<file path="config.mk">
export PLATFORM = sky130hd
export DESIGN_NAME = upper_layer_egress
export DESIGN_NICKNAME = d
export VERILOG_FILES = /design/src/rtl/upper_layer_egress.sv
export SDC_FILE = /design/constraint.sdc
export NUM_CORES = 1
export LEC_CHECK = 0
export BUFFER_PORTS_ARGS = -buffer_cell sky130_fd_sc_hd__buf_2
export CORE_ASPECT_RATIO = 1.1
export CORE_UTILIZATION = 65
export DETAILED_ROUTE_END_ITERATION = 10
export GPL_TIMING_DRIVEN = 0
export PLACE_DENSITY = 0.95
export SLEW_MARGIN = 20
export SYNTH_ARGS = -nofsm -noshare
export SYNTH_HDL_FRONTEND = slang
export SYNTH_SLANG_ARGS = --single-unit
</file>
<file path="constraint.sdc">
create_clock -name clk -period 7.7 [get_ports clk]
set_clock_uncertainty 0.2 [all_clocks]
set_input_delay 1.54 -clock clk [delete_from_list [all_inputs] [get_ports clk]]
set_output_delay 1.54 -clock clk [all_outputs]
set_load 0.01 [all_outputs]
</file>
<file path="src/rtl/upper_layer_egress.sv">
// Receive-side upper-layer egress: buffers descrambled lane bytes and delivers them to the
// transport layer with generation-dependent pacing. Define UL_EGRESS_STATS_EN to add byte_count.
module upper_layer_egress #(
  parameter int         DEPTH        = 16,
  parameter logic [2:0] ACTIVE_PHASE = 3'd5
) (
  input  logic        clk,
  input  logic        reset,
  input  logic [2:0]  phase,
  input  logic [1:0]  generation_speed,
  input  logic [7:0]  lane_data_in,
  input  logic        lane_data_valid,
  output logic [7:0]  transport_layer_data_out,
  output logic        enable_receive,
  input  logic        transport_ready,
  output logic        overflow
`ifdef UL_EGRESS_STATS_EN
  ,
  output logic [15:0] byte_count
`endif
);

  localparam int AW = $clog2(DEPTH);
  localparam int OW = AW + 1;

  typedef enum logic [1:0] {
    S_IDLE   = 2'd0,
    S_ACTIVE = 2'd1,
    S_FLUSH  = 2'd2
  } state_e;

  state_e          state_q, state_d;
  logic            is_active, is_flush, enter_active;

  logic [7:0]      mem_q [DEPTH];
  logic [AW-1:0]   wr_ptr_q, wr_ptr_d;
  logic [AW-1:0]   rd_ptr_q, rd_ptr_d;
  logic [OW-1:0]   occ_q, occ_d;
  logic [1:0]      pace_q, pace_d;
  logic [1:0]      pace_load;
  logic [7:0]      data_q, data_d;
  logic            en_q, en_d;
  logic            ovf_q, ovf_d;

  logic            full;
  logic            wr_en;
  logic            drop;
  logic            rd_en;

  // State register.
  always_ff @(posedge clk) begin
    if (reset) state_q <= S_IDLE;
    else       state_q <= state_d;
  end

  // Next-state logic.
  // NOTE: every combinational output gets a default first so no path can infer a latch.
  always_comb begin
    state_d = state_q;
    unique case (state_q)
      S_IDLE:   if (phase == ACTIVE_PHASE) state_d = S_ACTIVE;
      S_ACTIVE: if (phase != ACTIVE_PHASE) state_d = S_FLUSH;
      S_FLUSH:  state_d = S_IDLE;
      default:  state_d = S_IDLE;
    endcase
  end

  // State decode.
  always_comb begin
    is_active    = (state_q == S_ACTIVE);
    is_flush     = (state_q == S_FLUSH);
    enter_active = (state_q == S_IDLE) && (state_d == S_ACTIVE);
  end

  // Fullness comes from registered occupancy, so a write into a full FIFO is dropped
  // even when a read frees a slot on the same edge.
  assign full  = (occ_q == OW'(DEPTH));
  assign wr_en = is_active && lane_data_valid && !full;
  assign drop  = is_active && lane_data_valid && full;
  assign rd_en = en_q && transport_ready;

  always_comb begin
    unique case (generation_speed)
      2'd0:    pace_load = 2'd3;
      2'd1:    pace_load = 2'd1;
      default: pace_load = 2'd0;
    endcase
  end

  // Datapath next state. The output stage is registered, so enable/data for the next
  // cycle look at what remains after this cycle's transfer and at the next pace value.
  always_comb begin
    wr_ptr_d = wr_ptr_q;
    rd_ptr_d = rd_ptr_q;
    occ_d    = occ_q;
    pace_d   = pace_q;
    en_d     = 1'b0;
    data_d   = data_q;
    ovf_d    = ovf_q;

    if (is_flush) begin
      wr_ptr_d = '0;
      rd_ptr_d = '0;
      occ_d    = '0;
      pace_d   = '0;
      data_d   = '0;
    end else begin
      if (wr_en) wr_ptr_d = wr_ptr_q + AW'(1);
      if (rd_en) rd_ptr_d = rd_ptr_q + AW'(1);
      occ_d = occ_q + OW'(wr_en) - OW'(rd_en);

      if (rd_en)               pace_d = pace_load;
      else if (pace_q != 2'd0) pace_d = pace_q - 2'd1;

      // Bytes written this cycle are not yet eligible; that gives the one-cycle latency.
      en_d = is_active && ((occ_q - OW'(rd_en)) != '0) && (pace_d == 2'd0);
      if (en_d) data_d = mem_q[rd_ptr_d];
    end

    if (enter_active) ovf_d = 1'b0;
    else if (drop)    ovf_d = 1'b1;
  end

  // NOTE: the storage array has no reset; the pointers and occupancy define what is valid.
  always_ff @(posedge clk) begin
    if (wr_en) mem_q[wr_ptr_q] <= lane_data_in;
  end

  // NOTE: sequential state uses non-blocking assignments so all registers update together.
  always_ff @(posedge clk) begin
    if (reset) begin
      wr_ptr_q <= '0;
      rd_ptr_q <= '0;
      occ_q    <= '0;
      pace_q   <= '0;
      data_q   <= '0;
      en_q     <= 1'b0;
      ovf_q    <= 1'b0;
    end else begin
      wr_ptr_q <= wr_ptr_d;
      rd_ptr_q <= rd_ptr_d;
      occ_q    <= occ_d;
      pace_q   <= pace_d;
      data_q   <= data_d;
      en_q     <= en_d;
      ovf_q    <= ovf_d;
    end
  end

  assign transport_layer_data_out = data_q;
  assign enable_receive           = en_q;
  assign overflow                 = ovf_q;

`ifdef UL_EGRESS_STATS_EN
  logic [15:0] byte_count_q;

  // Counts every accepted transfer; only reset clears it, so it survives FLUSH.
  always_ff @(posedge clk) begin
    if (reset)      byte_count_q <= '0;
    else if (rd_en) byte_count_q <= byte_count_q + 16'd1;
  end

  assign byte_count = byte_count_q;
`endif

endmodule
</file>
Yosys cells after proc, flatten, opt, wreduce, memory -nomap -nowiden
Memories as Yosys holds them, arrays and structs flattened. A register that Yosys moved wholly into a read port is not among the register bits.
Cells that the tools add are included.
{ "classes": {"mux": 11, "n_eq_ne": 7, "n_shift": 0, "mul": 0, "div_mod_pow": 0, "n_lt_le_gt_ge": 0, "add_sub_neg": 6, "bitwise": 0, "n_reduce_logical": 15} }
{ "op_table": {"columns": ["op", "n"], "rows": [
  ["$mux W2", 5],
  ["$sub A5 B1 Y5", 2],
  ["$add A4 B1 Y4 const B", 2],
  ["$mux W4", 2],
  ["$pmux W2 S2", 2],
  ["$logic_and A1 B1 Y1", 7],
  ["$eq A2 B1 Y1 const B", 3],
  ["$logic_not A2 Y1", 3],
  ["$add A5 B1 Y5", 1],
  ["$eq A5 B5 Y1 const B", 1],
  ["$reduce_bool A5 Y1", 1],
  ["$reduce_or A2 Y1", 2],
  ["$eq A3 B3 Y1 const B", 1],
  ["$ne A3 B3 Y1 const B", 1],
  ["$eq A2 B2 Y1 const B", 1],
  ["$mux W1", 2],
  ["$reduce_bool A2 Y1", 1],
  ["$sub A2 B1 Y2 const B", 1],
  ["$logic_not A1 Y1", 1]
]} }
{ "totals": {"word_cells": 47, "input_bits": 17, "rom_bits": 0, "regBits": 19, "out_inout_bits": 10, "mem_bits_rw": 128, "latch_bits": 0, "n_memories": 1} }
{ "memory_table": {"columns": ["memory", "words", "width", "read_ports", "rd_ports_with_merged_regs", "wr", "line_no", "text"], "rows": [
  ["mem_q", 16, 8, 1, 1, 1, "35", "logic [7:0] mem_q [DEPTH];"]
]} }

Longest topological paths before layout
Gate-level depths: netlist of the first run.
{ "logic_depth": {"ltp_word": 6, "mapped_depth": 13, "mapped_depth_nobuf": 13} }

Least setup slack after synthesis of the first run
OpenSTA, ideal clock, no wires.
{ "synth_timing": {"path_type": "input to register", "start": "input port lane_data_valid", "end": "register occ_q[4]", "arrival_ns": 3.658, "required_time_ns": 7.430, "setup_slack_ns": 3.772, "stages": 10, "setup_ns": 0.070, "path_buffers": 0, "path_cell_list": "nor4b_2 > inv_1 > ha_1 > inv_1 > ha_1 > fa_1 > a21oi_1 > nor2_1 > or3_1 > a21oi_1"} }
{ "synth_between": {"elab_chain_len": 4} }
{ "synth_rtl": {"columns": ["item", "line_no", "text"], "rows": [
  ["from (decl)", "12", "input logic lane_data_valid,"],
  ["$logic_and A1 B1 Y1 (2 in a row)", "78", "assign wr_en = is_active && lane_data_valid && !full;"],
  ["$add A5 B1 Y5", "110", "occ_d = occ_q + OW'(wr_en) - OW'(rd_en);"],
  ["$sub A5 B1 Y5", "110", null],
  ["to (signal assigned)", "134", "occ_q <= '0;"],
  ["to (signal assigned)", "142", "occ_q <= occ_d;"],
  ["to (decl)", "38", "logic [OW-1:0] occ_q, occ_d;"]
]} }
No other way between the ends.
A chain may end at the register's enable or synchronous reset.

Final worst setup path of the first run
Same ends and word-level chain as after synthesis.

==> flow_summary.toml, run 1 <==
[critical_path]
crit_type = "in2reg"
critPathArrivalTime_ns = 4.24
critPathLaunchType = "primary input"
endpoint_kind = "flip-flop"
crit_fanout = 9
critical_path_required_ns = 7.96

[sta]
fin_setup_tns_ns = 0
tightest_slew_ns = 1.054
fin_crit_ns = 3.977
rsz0062_at_grt = "no"
setup_ws_ns = 3.723
max_freq_mhz = 251.5
finalCritPeriodShare = 0.5165
slew_viol_final = 0
hold_slack_ns = 0.2722
final_hold_viol_count = 0
relSlewSlack = 0.2917
final-setup-viol-count = 0

[synth]
synth_most_common_cell = "edfxtp_1"
synth_warnings = 0
synth.yosys.seq_area_share = 0.6763
synth_area_leader_cell = "edfxtp_1"
synth.area.top_cells = "edfxtp_1 59%, dfxtp_1 8.3%, mux4_2 5.2%"
syn_area_um2 = 6482
syn_nets = 459
synth_commonest_cells = "128 x edfxtp_1, 36 x nor2_1, 34 x nand3_1"
synth-edff-count = 128
post_synth.cell_area_avg_um2 = 15.15
async_flop_share = 0
ys_ff_latch = 155
synthFlopType = "edfxtp_1"
synth_cells = 428
synth_top_area_share = 0.5929
synth_cell_types = 49

[route]
drtAntennaViolNets = 0
drtIter0Drc = 418
wl_per_cell_um = 25.46
drc_errors = 0
vias = 4104
first_pass_iters = 5
wirelength_mm = 15.32
vias_per_cell = 6.817

[floorplanning]
die_x_um = 97.22
dieArea_um2 = 10380
start_util = 0.6797
die_height_um = 106.7
fp-row-count = 37
fp.coreArea_um2 = 9537
num_io_pins = 27

[finish]
design_area_um2 = 7350
register_area_um2 = 4384
area_growth_pct = 13.38
fillers = 479
n_antenna_cell = 0
multiInputGateArea_um2 = 1931
drive_gt1_frac = 0.1897
nNetsFinal = 503

[power_and_ir_drop]
ir_worst_vdd_mv = 0.1636
power_density_nw_per_um2 = 240.0
leakagePower_nw = 2.755

[cts]
cts_resized = 0
cts_setup_buffers = 0
cts_hold_buf = 0
clk_path_buf_depth = 2
htreeDepth = 4
cts_sinks = 155
cts_buffers = 17
root_buffer = "clkbuf_8"
cts_tree = "built"
clk_latency_ns = 0.53
clk_pin_slew_ns = 0.07

[global_route]
grt_pass1_vias = 3965
grt_max_degree = 17
grtUsageTotal = 0.3114
overflow = 0
antenna_found_initial = 1
grt_pass1_wl_mm = 23.12

[run]
cap_violations = 0

[status]
status = "finished clean"

[placed_design]
dp_hpwl_mm = 9.253
post_dp_cell_area_um2 = 6764
place_ws_ns = 3.282
place_congestion = 0.8489
portBuffers = 25

[worst_hold_path]
hp-class = "reg2reg"
-- layout by cell type, fill, tap and decap left out, drive strengths merged, types with 2 or more instances in the layout --
master  synthesis  routed
xnor2           2       2
ha             13      13
nor2           37      37
a21o            2       2
a31oi           2       2
clkbuf          8      26
and3            2       2
nand4           9       9
nand2b          3       3
xor2            9       9
nand4b          2       2
a21oi           6       6
buf            10      35
nand3          34      34
edfxtp        128     128
nand3b          2       2
or3             2       2
clkinv          0       5
o21ai          18      18
and2            2       2
o221ai          8       8
mux2i          32      32
and3b           2       2
inv            15      22
nor4            2       2
nor3            9       9
dfxtp          27      27
mux4           16      16
nand2          15      15
-- report_power, final --
group          total (mW)  internal (mW)  switching, mW  leakage, nW
sequential          0.912          0.909        0.00332         1.37
clock               0.805          0.443          0.362        0.278
combinational      0.0461         0.0155         0.0306         1.11
-- logic make-up (layout without fill, tap and decap cells) --
logic type	count (synthesis)	in the layout	share of synthesized area
buf+inv	33	90	0.02934
xor+xnor	11	11	0.01486
simple gates	124	124	0.09805
fa+ha+maj	14	14	0.02818
flops	155	155	0.6763
mux	48	48	0.1056
compound gates	43	43	0.04767
-- per-stage QoR --
stage	std cells	util	total power, mW
global placement	570	0.7082	0.9710
CTS	602	0.7694	1.762
floorplan	428	-	0.9525
detailed placement	570	0.7093	0.9740
global route	602	0.7707	1.797
finish	602	0.7707	1.764
-- layout make-up --
class	instances	area share
Tap cell	117	0.01992
Multi-Input combinational cell	240	0.2627
Clock buffer	18	0.05686
Sequential cell	155	0.5965
Timing Repair Buffer	25	0.01702
Buffer	18	0.01822
Clock inverter	14	0.02111
Inverter	15	0.007661
-- critical path, stage by stage --
cell,delay [ns]
buf_2,0.09
nor4b_2,0.78
inv_1,0.14
ha_1,0.32
inv_1,0.04
ha_1,0.20
fa_1,0.40
a21oi_1,0.15
nor2_1,0.07
or3_1,0.35
a21oi_1,0.14
-- registers in the layout, indices dropped and copies added, names as in the netlist --
signal	flops
pace_q	2
transport_layer_data_out	8
overflow	1
mem_q	128
state_q	2
occ_q	5
rd_ptr_q	4
wr_ptr_q	4
enable_receive	1
-- metal layers --
metal	vias up	wire length, um	GRT usage	part of all wire
met5	-	0	0	0
met1	2026	5374	0.3564	0.35
met2	295	8128	0.5654	0.53
li1	1735	-	-	-
met4	0	472	0.09874	0.031
met3	48	1348	0.09061	0.088
-- worst paths after layout --
| check | startpoint | end | slack, ns | depth (start not counted) |
|---|---|---|---|---|
| min | transport_layer_data_out[0]$_SDFFE_PP0P_ | transport_layer_data_out[0]$_SDFFE_PP0P_ | 0.27 | 2 |
| max reg2reg | occ_q[2]$_SDFF_PP0_ | occ_q[4]$_SDFF_PP0_ | 3.89 | 13 |
| min reg2reg | transport_layer_data_out[0]$_SDFFE_PP0P_ | transport_layer_data_out[0]$_SDFFE_PP0P_ | 0.27 | 2 |
| max | lane_data_valid | occ_q[4]$_SDFF_PP0_ | 3.72 | 11 |
No activity file was read; power rests on OpenSTA's default activity.
==> run 2, diff against run 1 <==
- CORE_UTILIZATION: 65 -> 55
- PLACE_DENSITY: 0.95 -> 0.87
- clock period: 7.7 -> 3.6 ns (I/O delays scaled with it)
==> flow_summary.toml, run 2 (synthesis gave the netlist of run 1 again) <==
[floorplanning]
die_height_um = 115.9
fp-row-count = 41
dieArea_um2 = 12220
num_io_pins = 27
start_util = 0.5641
fp.coreArea_um2 = 11490
die_x_um = 105.5

[sta]
slew_viol_final = 0
relSlewSlack = 0.4095
rsz0062_at_grt = "no"
tightest_slew_ns = 0.8824
hold_slack_ns = 0.2795
max_freq_mhz = 309.6
finalCritPeriodShare = 0.8973
fin_crit_ns = 3.230
final-setup-viol-count = 0
final_hold_viol_count = 0
setup_ws_ns = 0.3699

[global_route]
antenna_found_initial = 0
overflow = 0
grt_pass1_vias = 3993
grt_pass1_wl_mm = 20.84
grtUsageTotal = 0.2390
grt_max_degree = 17

[critical_path]
crit_type = "reg2reg"
path_delay_family = "simple AND/OR/NAND/NOR gates"
endpoint_kind = "flip-flop"
critPathLaunchType = "flip-flop"
critPathMaxStageDelay_ns = 0.61
crit_chain = "inv_1, ha_1, nor4bb_1, nor4b_4, inv_1, ha_1, inv_1, ha_1, fa_1, a21oi_1, nor2_1, or3_1, a21oi_1"
crit_fanout = 4
crit_path_top_delay_cell = "nor4bb_1"
path_buf_inv = 3
critical_path_required_ns = 3.76
critPathArrivalTime_ns = 3.39

[cts]
clk_pin_slew_ns = 0.06
clk_path_buf_depth = 2
clk_latency_ns = 0.43
cts_tree = "built"
htreeDepth = 4
cts_sinks = 155
cts_buffers = 17
root_buffer = "clkbuf_16"

[route]
wirelength_mm = 13.55
wl_per_cell_um = 21.30
first_pass_iters = 5
vias = 3865
drtAntennaViolNets = 0
drtIter0Drc = 414
drc_errors = 0
vias_per_cell = 6.077

[finish]
fillers = 788
largest_reg_flops = 128
nNetsFinal = 504
fin_cells = 636
area_growth_pct = 14.59
final_core_util = 0.6465
drive_gt1_frac = 0.1955
final_cell_mix = "128 x edfxtp_1, 36 x nor2_1, 34 x nand3_1, 32 x mux2i_1"
final_common_cell = "edfxtp_1"
top_register = "mem_q"
n_antenna_cell = 0

[placed_design]
dp_hpwl_mm = 8.875
place_congestion = 0.8487
place_ws_ns = -0.09986
portBuffers = 25
post-place-cells = 603

[run]
cap_violations = 0

[power_and_ir_drop]
leakagePower_nw = 2.770
finalPower_mw = 3.826
ir_worst_vdd_mv = 0.5797
power_density_nw_per_um2 = 515.0

[status]
status = "finished clean"

[worst_hold_path]
hp-class = "reg2reg"
-- run 2: tightest hold or removal path: stages (launching register included) --
cell,delay (ns)
dfxtp_1,0.33
nand2_1,0.05
o221ai_1,0.06
-- run 2: worst paths after layout --
check,slack [ns],cells past startpoint,endpoint,startpoint
setup / recovery,0.37,13,occ_q[4]$_SDFF_PP0_,occ_q[2]$_SDFF_PP0_
hold reg to reg,0.28,2,transport_layer_data_out[5]$_SDFFE_PP0P_,transport_layer_data_out[5]$_SDFFE_PP0P_
hold / removal,0.28,2,transport_layer_data_out[5]$_SDFFE_PP0P_,transport_layer_data_out[5]$_SDFFE_PP0P_
setup reg to reg,0.37,13,occ_q[4]$_SDFF_PP0_,occ_q[2]$_SDFF_PP0_
-- run 2: per-layer routing --
metal / GRT usage / wire (um) / vias to the layer above / share of wire
li1: - / - / 1741 / -
met3: 0.06243 / 1005 / 34 / 0.074
met2: 0.4180 / 6943 / 182 / 0.51
met4: 0.1139 / 431 / 0 / 0.032
met5: 0 / 0 / - / 0
met1: 0.2778 / 5166 / 1908 / 0.38
-- run 2: what timing repair did --
item / 4_1_cts / 5_1_grt
setup endpoints to repair: 1 / 1
hold buffers: 0 / 0
endpoints found under the hold margin: 0 / 0
resized for setup: 1 / 0
cloned: 0 / 0
setup buffers: 0 / 1
pin swaps: 0 / 1
-- run 2: report_power, final --
part	switching (mW)	total, mW	internal, mW
logic	0.0647	0.0985	0.0338
registers	0.00632	1.95	1.94
clock network	0.743	1.78	1.03
-- run 2: cell type report --
type	instances	area (um^2)	share of cell area
inverter	15	56.30	0.007580
clock inverter	15	163.9	0.02207
clock buffer	17	425.4	0.05727
buffer	18	133.9	0.01802
tap	150	187.7	0.02527
timing repair buffer	26	132.6	0.01785
sequential	155	4384	0.5902
multi-input combinational	240	1944	0.2617
-- run 2: metrics by stage --
stage               TNS (ns)  area [um^2]
finish                     0         7428
global route               0         7428
CTS                        0         7403
detailed placement  -0.09986         6805
global placement           0         6795
floorplan                  0         6482
==> run 3, diff against run 2 <==
- RECOVER_POWER: not set -> 25
==> flow_summary.toml, run 3 (synthesis gave the netlist of run 1 again) <==
[floorplanning]
die_height_um = 115.9
dieArea_um2 = 12220
die_x_um = 105.5
start_util = 0.5641
num_io_pins = 27
fp-row-count = 41
fp.coreArea_um2 = 11490

[finish]
n_antenna_cell = 0
largest_reg_flops = 128
final_cell_mix = "128 x edfxtp_1, 36 x nor2_1, 34 x nand3_1, 32 x mux2i_1, 27 x dfxtp_1"
fin_cells = 636
area_growth_pct = 14.50
drive_gt1_frac = 0.1852
nNetsFinal = 504
top_register = "mem_q"
final_common_cell = "edfxtp_1"

[cts]
root_buffer = "clkbuf_16"
clk_pin_slew_ns = 0.06
cts_buffers = 17
cts_tree = "built"
clk_path_buf_depth = 2
htreeDepth = 4
cts_hold_buf = 0
clk_latency_ns = 0.43
cts_sinks = 155

[power_and_ir_drop]
ir_worst_vdd_mv = 0.5804
leakagePower_nw = 2.757
clockPowerShare = 0.464
p_int_mw = 3.011
power_switching_mw = 0.8150
p_seq_frac = 0.510
power_density_nw_per_um2 = 515.5
pwr-share-comb = 0.026
p_sw_frac = 0.2130

[route]
first_pass_iters = 5
wirelength_mm = 13.60
drtAntennaViolNets = 0
vias_per_cell = 6.077
drtIter0Drc = 402
wl_per_cell_um = 21.38
vias = 3865
drc_errors = 0

[sta]
tightest_slew_ns = 0.8761
fin_crit_ns = 3.236
relSlewSlack = 0.4138
final-setup-viol-count = 0
final_hold_viol_count = 0
slew_viol_final = 0
max_freq_mhz = 309.0
finalCritPeriodShare = 0.8989
fin_setup_tns_ns = 0
rsz0062_at_grt = "no"

[critical_path]
critical_path_required_ns = 3.76
critPathLaunchType = "flip-flop"
crit_fanout = 4
endpoint_kind = "flip-flop"
crit_type = "reg2reg"
critPathArrivalTime_ns = 3.39

[global_route]
antenna_found_initial = 0
grt_max_degree = 17
grtUsageTotal = 0.2390
grt_pass1_wl_mm = 20.84
overflow = 0
grt_pass1_vias = 3993

[placed_design]
post-place-cells = 603
place_congestion = 0.8487
dp_hpwl_mm = 8.875
portBuffers = 25

[run]
cap_violations = 0

[status]
status = "finished clean"

[worst_hold_path]
hp-class = "reg2reg"
## run 3: power by group through the flow
| stage | combinational, mW | sequential [mW] | clock (mW) |
|---|---|---|---|
| CTS | 0.0971 | 1.95 | 1.78 |
| global placement | 0.0895 | 1.99 | 0 |
| global route | 0.105 | 1.95 | 1.86 |
| detailed placement | 0.0948 | 1.99 | 0 |
| finish | 0.0979 | 1.95 | 1.78 |
| floorplan | 0.0481 | 1.99 | 0 |
## run 3: final cells by class
| type | count | area, um^2 |
|---|---|---|
| buffer | 18 | 133.9 |
| clock buffer | 17 | 425.4 |
| clock inverter | 15 | 163.9 |
| fill | 790 | 4069 |
| inverter | 15 | 56.30 |
| multi-input combinational | 240 | 1944 |
| sequential | 155 | 4384 |
| tap | 150 | 187.7 |
| timing repair buffer | 26 | 126.4 |
## run 3: timing repair
item / CTS / global route
resized for setup: 1 / 0
pin swaps: 0 / 1
endpoints found under the setup margin: 1 / 1
buffers inserted: 0 / 1
## run 3: routing by layer
metal  track usage  part of all wire  up-vias
li1              -                 -     1741
met1        0.2778              0.38     1912
met2        0.4180              0.51      176
met3       0.06243             0.077       36
met4        0.1139             0.033        0
met5             0                 0        -
## run 3: worst paths after layout
kind                                            startpoint                                        to  slack (ns)  cells after the start
setup / recovery                       occ_q[2]$_SDFF_PP0_                       occ_q[4]$_SDFF_PP0_        0.36                     13
hold / removal    transport_layer_data_out[5]$_SDFFE_PP0P_  transport_layer_data_out[5]$_SDFFE_PP0P_        0.28                      2
setup reg to reg                       occ_q[2]$_SDFF_PP0_                       occ_q[4]$_SDFF_PP0_        0.36                     13
hold reg to reg   transport_layer_data_out[5]$_SDFFE_PP0P_  transport_layer_data_out[5]$_SDFFE_PP0P_        0.28                      2
## run 3: worst max-delay path, cell delays in order (launching register included)
cell      delay (ns)
dfxtp_1         0.34
inv_1           0.11
ha_1            0.19
nor4bb_1        0.62
nor4b_4         0.12
inv_1           0.09
ha_1            0.12
inv_1           0.04
ha_1            0.19
fa_1            0.41
a21oi_1         0.15
nor2_1          0.07
or3_1           0.35
a21oi_1         0.15
## run 3: through the flow
| stage | power (mW) | utilization | area (um^2) | worst slack, ns | hold slack, ns |
|---|---|---|---|---|---|
| floorplan | 2.037 | - | 6482 | 0.3898 | 0.2782 |
| global placement | 2.078 | 0.5914 | 6795 | 0.03415 | 0.2538 |
| detailed placement | 2.084 | 0.5922 | 6805 | -0.09986 | 0.2546 |
| CTS | 3.829 | 0.6443 | 7403 | 0.1192 | 0.2741 |
| global route | 3.913 | 0.6459 | 7422 | 0.1278 | 0.2860 |
| finish | 3.826 | 0.6459 | 7422 | 0.3640 | 0.2803 |
